### config.mk
export PLATFORM = sky130hd
export DESIGN_NAME = fetch_requester
export DESIGN_NICKNAME = d
export VERILOG_FILES = /design/src/rtl/fetch_pkg.sv /design/src/rtl/line_buffer.sv /design/src/rtl/fetch_requester.sv
export SDC_FILE = /design/constraint.sdc
export NUM_CORES = 1
export LEC_CHECK = 0
export ABC_AREA = 1
export ABC_CLOCK_PERIOD_IN_PS = 11000
export CORE_MARGIN = 1
export CORE_UTILIZATION = 63
export CTS_BUF_LIST = sky130_fd_sc_hd__clkbuf_4
export CTS_CLUSTER_DIAMETER = 30
export DETAILED_ROUTE_END_ITERATION = 7
export HOLD_SLACK_MARGIN = 0.05
export PLACE_DENSITY = 0.87
export SETUP_SLACK_MARGIN = 0.3
export SLEW_MARGIN = 20
export SYNTH_ARGS = -nofsm -noshare
export SYNTH_HDL_FRONTEND = slang
export SYNTH_HIERARCHICAL = 1
export SYNTH_SLANG_ARGS = --single-unit
### constraint.sdc
create_clock -name clk -period 11 [get_ports clk]
set_input_delay 1.65 -clock clk [delete_from_list [all_inputs] [get_ports clk]]
set_output_delay 1.65 -clock clk [all_outputs]
set_load 0.02 [all_outputs]
### src/rtl/fetch_pkg.sv
// Shared types and constants for the instruction-line fetch requester.
// The Sysbus encodings fall back to local defaults when the system header is absent.
`ifndef SYSBUS_READ
`define SYSBUS_READ 1'b1
`endif
`ifndef SYSBUS_MEMORY
`define SYSBUS_MEMORY 4'b0001
`endif

package fetch_pkg;

  typedef enum logic [1:0] {
    IDLE,
    REQ,
    RESP,
    DRAIN
  } fetch_state_t;

  localparam int unsigned LINE_BYTES = 64;
  localparam int unsigned BEATS      = 8;

  localparam logic [12:0] READ_TAG = {`SYSBUS_READ, `SYSBUS_MEMORY, 8'b0};

endpackage

### src/rtl/line_buffer.sv
// One-line response buffer: registered write port, asynchronous read port.
module line_buffer #(
  parameter int unsigned DATA_WIDTH = 64,
  parameter int unsigned DEPTH      = fetch_pkg::BEATS,
  localparam int unsigned IdxW      = $clog2(DEPTH)
) (
  input  logic                  clk,
  input  logic                  we,
  input  logic [IdxW-1:0]       wr_idx,
  input  logic [DATA_WIDTH-1:0] wdata,
  input  logic [IdxW-1:0]       rd_idx,
  output logic [DATA_WIDTH-1:0] rdata
);

  logic [DATA_WIDTH-1:0] mem [DEPTH];

  always_ff @(posedge clk) begin
    if (we) begin
      mem[wr_idx] <= wdata;
    end
  end

  assign rdata = mem[rd_idx];

endmodule

### src/rtl/fetch_requester.sv
// Sequential instruction-line prefetcher: requests 64-byte lines over Sysbus,
// buffers the 8-beat burst and hands beats to the fetch stage under stall control.
module fetch_requester #(
  parameter int unsigned BUS_DATA_WIDTH = 64,
  parameter int unsigned BUS_TAG_WIDTH  = 13,
  parameter int unsigned BEATS          = 8
) (
  input  logic                      clk,
  input  logic                      reset,
  input  logic                      start,
  input  logic [BUS_DATA_WIDTH-1:0] entry,
  input  logic                      stop,
  input  logic                      stall,
  output logic                      bus_reqcyc,
  output logic [BUS_DATA_WIDTH-1:0] bus_req,
  output logic [BUS_TAG_WIDTH-1:0]  bus_reqtag,
  input  logic                      bus_reqack,
  input  logic                      bus_respcyc,
  input  logic [BUS_DATA_WIDTH-1:0] bus_resp,
  input  logic [BUS_TAG_WIDTH-1:0]  bus_resptag,
  output logic                      bus_respack,
  output logic                      fetch_en,
  output logic [BUS_DATA_WIDTH-1:0] data,
  output logic [BUS_DATA_WIDTH-1:0] fetch_pc,
  output logic                      idle
);

  import fetch_pkg::*;

  localparam int unsigned IdxW = $clog2(BEATS);
  localparam int unsigned OffW = IdxW + 3;
  localparam logic [IdxW-1:0] LastIdx = IdxW'(BEATS - 1);

  fetch_state_t state_q, state_d;
  logic [BUS_DATA_WIDTH-1:0] line_addr_q, line_addr_d;
  logic [IdxW-1:0]           wr_idx_q, wr_idx_d;
  logic [IdxW-1:0]           rd_idx_q, rd_idx_d;
  logic                      stop_pend_q, stop_pend_d;

  logic                      beat_wr, beat_rd, last_wr, last_rd;
  logic [BUS_DATA_WIDTH-1:0] buf_rdata;
  logic                      unused_bits;

  assign unused_bits = ^{bus_resptag, entry[2:0]};

  assign beat_wr = (state_q == RESP) && bus_respcyc;
  assign beat_rd = (state_q == DRAIN) && !stall;
  assign last_wr = beat_wr && (wr_idx_q == LastIdx);
  assign last_rd = beat_rd && (rd_idx_q == LastIdx);

  line_buffer #(
    .DATA_WIDTH (BUS_DATA_WIDTH),
    .DEPTH      (BEATS)
  ) u_line_buffer (
    .clk    (clk),
    .we     (beat_wr),
    .wr_idx (wr_idx_q),
    .wdata  (bus_resp),
    .rd_idx (rd_idx_q),
    .rdata  (buf_rdata)
  );

  // State register
  always_ff @(posedge clk or posedge reset) begin
    if (reset) begin
      state_q <= IDLE;
    end else begin
      state_q <= state_d;
    end
  end

  // Next-state logic
  always_comb begin
    state_d = state_q;
    unique case (state_q)
      IDLE:  if (start)      state_d = REQ;
      REQ:   if (bus_reqack) state_d = RESP;
      RESP:  if (last_wr)    state_d = DRAIN;
      DRAIN: if (last_rd)    state_d = stop_pend_q ? IDLE : REQ;
      default:               state_d = IDLE;
    endcase
  end

  always_comb begin
    line_addr_d = line_addr_q;
    wr_idx_d    = wr_idx_q;
    rd_idx_d    = rd_idx_q;
    stop_pend_d = stop_pend_q;
    unique case (state_q)
      IDLE: begin
        if (start) begin
          line_addr_d = {entry[BUS_DATA_WIDTH-1:OffW], OffW'(0)};
          rd_idx_d    = entry[OffW-1:3];
        end
      end
      REQ:  if (bus_reqack) wr_idx_d = '0;
      RESP: if (beat_wr)    wr_idx_d = wr_idx_q + IdxW'(1);
      DRAIN: begin
        if (beat_rd) begin
          rd_idx_d = rd_idx_q + IdxW'(1);
        end
        if (last_rd && !stop_pend_q) begin
          line_addr_d = line_addr_q + BUS_DATA_WIDTH'(LINE_BYTES);
          rd_idx_d    = '0;
        end
      end
      default: ;
    endcase
    // A stop arriving on the final consume of a stopping line must not survive into IDLE.
    if (state_q == DRAIN && last_rd && stop_pend_q) begin
      stop_pend_d = 1'b0;
    end else if (stop && state_q != IDLE) begin
      stop_pend_d = 1'b1;
    end
  end

  always_ff @(posedge clk or posedge reset) begin
    if (reset) begin
      line_addr_q <= '0;
      wr_idx_q    <= '0;
      rd_idx_q    <= '0;
      stop_pend_q <= 1'b0;
    end else begin
      line_addr_q <= line_addr_d;
      wr_idx_q    <= wr_idx_d;
      rd_idx_q    <= rd_idx_d;
      stop_pend_q <= stop_pend_d;
    end
  end

  // Output logic
  always_comb begin
    bus_reqcyc  = 1'b0;
    bus_req     = '0;
    bus_reqtag  = '0;
    bus_respack = 1'b0;
    fetch_en    = 1'b0;
    data        = '0;
    fetch_pc    = '0;
    idle        = (state_q == IDLE);
    unique case (state_q)
      REQ: begin
        bus_reqcyc = 1'b1;
        bus_req    = line_addr_q;
        bus_reqtag = BUS_TAG_WIDTH'(READ_TAG);
      end
      RESP: bus_respack = bus_respcyc;
      DRAIN: begin
        fetch_en = 1'b1;
        data     = buf_rdata;
        fetch_pc = line_addr_q + BUS_DATA_WIDTH'({rd_idx_q, 3'b000});
      end
      default: ;
    endcase
  end

endmodule

* Word level (Yosys, flattened, before mapping)
Memory sizes are Yosys's and may differ from the RTL's.
Cells that the tools add are included.
W data, S select, Z words.
** Word-level totals
- Bits in registers :: 73
- Memory bits (writable) :: 512
- Input bits :: 148
- Output and inout port bits :: 209
- Memories kept :: 1
** Memory list
- u_line_buffer.mem :: depth 8, bits a word 64, rd ports 1, clocked after Yosys merged registers in 0, write ports 1, line line_buffer.sv:15 : logic [DATA_WIDTH-1:0] mem [DEPTH];
** Cells by class
- Add/sub/neg operators :: 4
- Equality and inequality tests :: 12
- Multiplexer cells :: 27
- Reductions and logical operators :: 19
** Operators with widths (number)
- $mux W64 :: 5
- $pmux W64 S2 :: 1
- $add A64 B6 Y64 :: 1
- $add A64 B7 Y64 const B :: 1
- $mux W3 :: 5
- $mux W13 :: 1
- $ne A2 B2 Y1 const B :: 6
- $pmux W3 S2 :: 2
- $reduce_and A3 Y1 :: 3
- $logic_and A1 B1 Y1 :: 8
- $mux W1 :: 8
- $mux W2 :: 4
- $pmux W2 S4 :: 1
- $reduce_bool A2 Y1 :: 4
- $add A3 B1 Y3 const B :: 2
- $eq A3 B3 Y1 const B :: 2
- $eq A2 B2 Y1 const B :: 2
- $reduce_and A4 Y1 :: 1
- $ne A3 B3 Y1 const B :: 1
- $eq A2 B1 Y1 const B :: 1
- $logic_not A1 Y1 :: 2
- $logic_not A2 Y1 :: 1

* Logic depth before layout (Yosys ltp)
- Word-level depth :: 6
- Mapped depth :: 13

* Cells and area by module
The synthesis kept the hierarchy.
** Modules (own cells, without submodules)
- line_buffer :: instances 1, cells each 2230, area each 22376.5 um^2
- fetch_requester :: instances 1, cells each 1288, area each 7001.7 um^2

* Worst setup path after synthesis
No wires, ideal clock.
- Path kind :: in2reg
- Start :: input bus_respcyc
- End :: memory u_line_buffer.mem[1][0] (enable)
- Library setup time :: 0.487 ns
- Data arrival time :: 4.758 ns
- Data required time :: 10.513 ns
- Setup slack :: 5.755 ns
- Stages on the path :: 4
- Buffers on the path :: 0
- Cell sequence :: nand2_1 -> inv_1 -> nand2_1 -> nor2_1
** Between the ends
- Word-level cells in the longest chain between the ends :: 3
** Ends and longest elaborated chain
- from (decl) :: line fetch_requester.sv:18 : input logic bus_respcyc,
- $logic_and A1 B1 Y1 :: line fetch_requester.sv:46 : assign beat_wr = (state_q == RESP) && bus_respcyc;
- $mux W1 :: line line_buffer.sv:18 : if (we) begin
- $mux W1 (implied by the code) :: line line_buffer.sv:19 : mem[wr_idx] <= wdata;
- to (decl) :: line line_buffer.sv:15
Every way passes these cells.

* Worst setup path after layout
- Start :: register rd_idx_q[1]
- End :: output data[13]
** Between the ends
- Word-level cells in the longest chain between the ends :: 2
** Ends and longest elaborated chain
- from (decl) :: line fetch_requester.sv:37 : logic [IdxW-1:0] rd_idx_q, rd_idx_d;
- from (signal assigned) :: line fetch_requester.sv:126 : rd_idx_q <= rd_idx_d;
- $mem_v2 Z8 W64
- net buf_rdata[13] :: line fetch_requester.sv:41 : logic [BUS_DATA_WIDTH-1:0] buf_rdata;
- $mux W64 :: line fetch_requester.sv:141 : unique case (state_q)
- to (decl) :: line fetch_requester.sv:23 : output logic [BUS_DATA_WIDTH-1:0] data,
The timed path passes the listed nets, and every way through them passes these cells.

==> results_dict.tcl <==
set metrics [dict create \
    wl_um 78600 \
    setup_violations 0 \
    async_flop_share_pct 11.6 \
    wl_per_cell_um 17.1 \
    syn_inst 3518 \
    num_rows 78 \
    critPathLaunchType "flip-flop" \
    finalSetupTns_ns 0 \
    synth-seq-cells 579 \
    synth_enable_flop_cells 512 \
    core_um2 45700 \
    grt_overflow 0 \
    h-tree-depth 4 \
    die_x_um 218 \
    antenna_found_initial 8 \
    drtIter0Drc 2582 \
    max_freq_mhz 156 \
    cts_setup_buffers 0 \
    fin_crit_sh_pct 58.4 \
    synthMuxAreaShare_pct 0 \
    grt_max_degree 153 \
    clk_latency_ns 0.98 \
    whs_path_depth 1 \
    yosysWarnings 6 \
    root_buffer "clkbuf_4" \
    skew_ns 0.0692 \
    hpwl_um 45600 \
    reg2reg_to "line_addr_q[37]" \
    synth_area_um2 29400 \
    layout_commonest_cell "nand2_1" \
    drv_slew 0 \
    multi_input_area_um2 8520 \
    hold_start "stop_pend_q" \
    cts.sinks 579 \
    pin_count 357 \
    yosys.area_share.simple_pct 25.8 \
    clock_path_buffers 3 \
    seq_area_frac_synth_pct 58.0 \
    die_y_um 218 \
    stdcell_area_um2 34800 \
    min_path_type "reg -> reg" \
    worstPathRequired_ns 9.35 \
    cts_tree "built" \
    reg2reg_depth 12 \
    synth_cell_types 33 \
    rrSetupSlack_ns 7.41 \
    vias_per_cell 5.28 \
    layout_min_cycle_time_ns 6.43 \
    drive_gt1_share_pct 8.38 \
    reg2reg_from "rd_idx_q[0]" \
    fillers 3077 \
    avgSynthCellArea_um2 8.35 \
    synth_compound_area_share_pct 2.30 \
    synth-xor-area-share_pct 0 \
    rsz0062_at_grt "no" \
    dr.pass1.iters 6 \
    grt_pass1_wl_um 121000 \
    grtUsageTotal_pct 33.5 \
    worst_slew_pin_slew_ns 1.15 \
    path_class "reg -> out" \
    drtAntennaViolNets 0 \
    clk_pin_slew_worst_paths_ns 0.06 \
    yosys_most_used_dff "edfxtp_1" \
    place_area_um2 32700 \
    cts_resized 0 \
    cap_violations 0 \
    power.density_nw_per_um2 250 \
    vias 24300 \
    placement.io_buffers 320 \
    status "completed" \
    ctsHoldBuffers 0 \
    relSlewSlack_pct 23.6 \
    vdd_drop_max_v 0.000208 \
    synthAdderAreaFrac_pct 0.383 \
    drcViolationCount 0 \
    hold_viol_final 0 \
    p_leak_nw 16.9 \
    grt_pass1_vias 23600 \
    final-seq-area_um2 17100 \
    crit_path_max_fanout 75 \
    end_kind "primary output" \
    worstPathArrival_ns 4.78 \
    hold_end "stop_pend_q" \
    holdWs_ns 0.567 \
    synth_top_family_by_area "simple AND/OR/NAND/NOR gates" \
    area_growth_pct 18.3 \
    die_area_um2 47500 \
    final_nets 4025 \
    mostFrequentLayoutCells "nand2_1, inv_1, edfxtp_1" \
    cts_inserted_buffers 149 \
    globalplace.congestion 0.958 \
    start_util_pct 64.3 \
]
cells by family (layout without fill, tap and decap cells):
logic type,after synthesis,count (layout)
other,1,29
AND/OR/NAND/NOR,1857,1857
AO/OA/AOI/OAI,122,122
flip-flops,579,579
buffers and inverters,950,1397
adder cells (fa/ha/maj),9,9
synth_stat cells, types with 7 or more instances:
library cell     n  area (µm²)
buf_1            8        30.0
buf_6           17         191
nor2_1         191         717
nand3_1        317        1590
dfrtp_1         67        1680
edfxtp_1       512       15400
o21ai_0         40         200
a21oi_1         39         195
ha_1             9         113
nand2_1       1269        4760
buf_2           73         365
nand2_2          7        43.8
or2_2           21         131
nor3_1          15        75.1
a31oi_1          9        56.3
nor2_2          18         113
o21ai_1         16        80.1
inv_1          778        2920
nand4_1         10        62.6
buf_4           44         330
clkbuf_1        26        97.6
how the worst max path moves through the flow:
stage                            from                      end  slack (ns)  cells past startpoint
after floorplan           bus_respcyc  u_line_buffer/mem[1][0]        5.75                      4
after global placement    rd_idx_q[1]                 data[36]        5.72                      9
after detailed placement  rd_idx_q[1]                 data[36]        5.75                      9
after CTS                 rd_idx_q[1]                 data[13]        4.56                      9
after global routing      rd_idx_q[1]                 data[13]        4.44                      9
final                     rd_idx_q[1]                 data[13]        4.57                      9
state kept, by name, indices dropped and copies added (netlist names):
signal / count
state_q: 2
rd_idx_q: 3
stop_pend_q: 1
line_addr_q: 58
wr_idx_q: 3
u_line_buffer/mem: 512
metal layers:
layer / wire [µm] / vias to the layer above / global-route usage, %
li1: - / 11500 / -
met1: 28400 / 11100 / 39.1
met2: 38600 / 1337 / 56.1
met3: 7710 / 243 / 7.82
met4: 3820 / 2 / 20.4
met5: 12 / - / 0
final cells by class:
class                      count  area share, %
tap                          600           2.16
antenna                        9         0.0648
clock inverter                60           1.16
multi-input combinational   2008           24.5
clock buffer                 207           4.47
sequential                   579           49.1
timing repair buffer         348           10.0
inverter                     782           8.48
power by group:
group          total, mW  internal, mW  switching, mW
logic               3.80          1.28           2.52
clock network       1.90          1.02          0.886
registers           2.97          2.66          0.310
metrics by stage:
step	util (%)	setup WS, ns	total power, mW	cells
after floorplan	-	5.75	5.47	3537
after global placement	71.5	5.72	6.62	4313
after detailed placement	71.6	5.75	6.71	4315
after CTS	75.9	4.56	8.64	4582
after global routing	76.1	4.44	9.20	4590
final	76.1	4.57	8.68	4593
worst max-delay path: stages, from the launching register on:
cell and delay (ns):
dfrtp_4 0.78, inv_4 0.66, buf_4 0.87, nand3_1 0.20, nand2_1 0.10, nand2_1 0.09
nand2_1 0.14, nand2_1 0.06, inv_1 0.15, clkdlybuf4s50_1 0.65
Power figures use the tool's default switching activity.
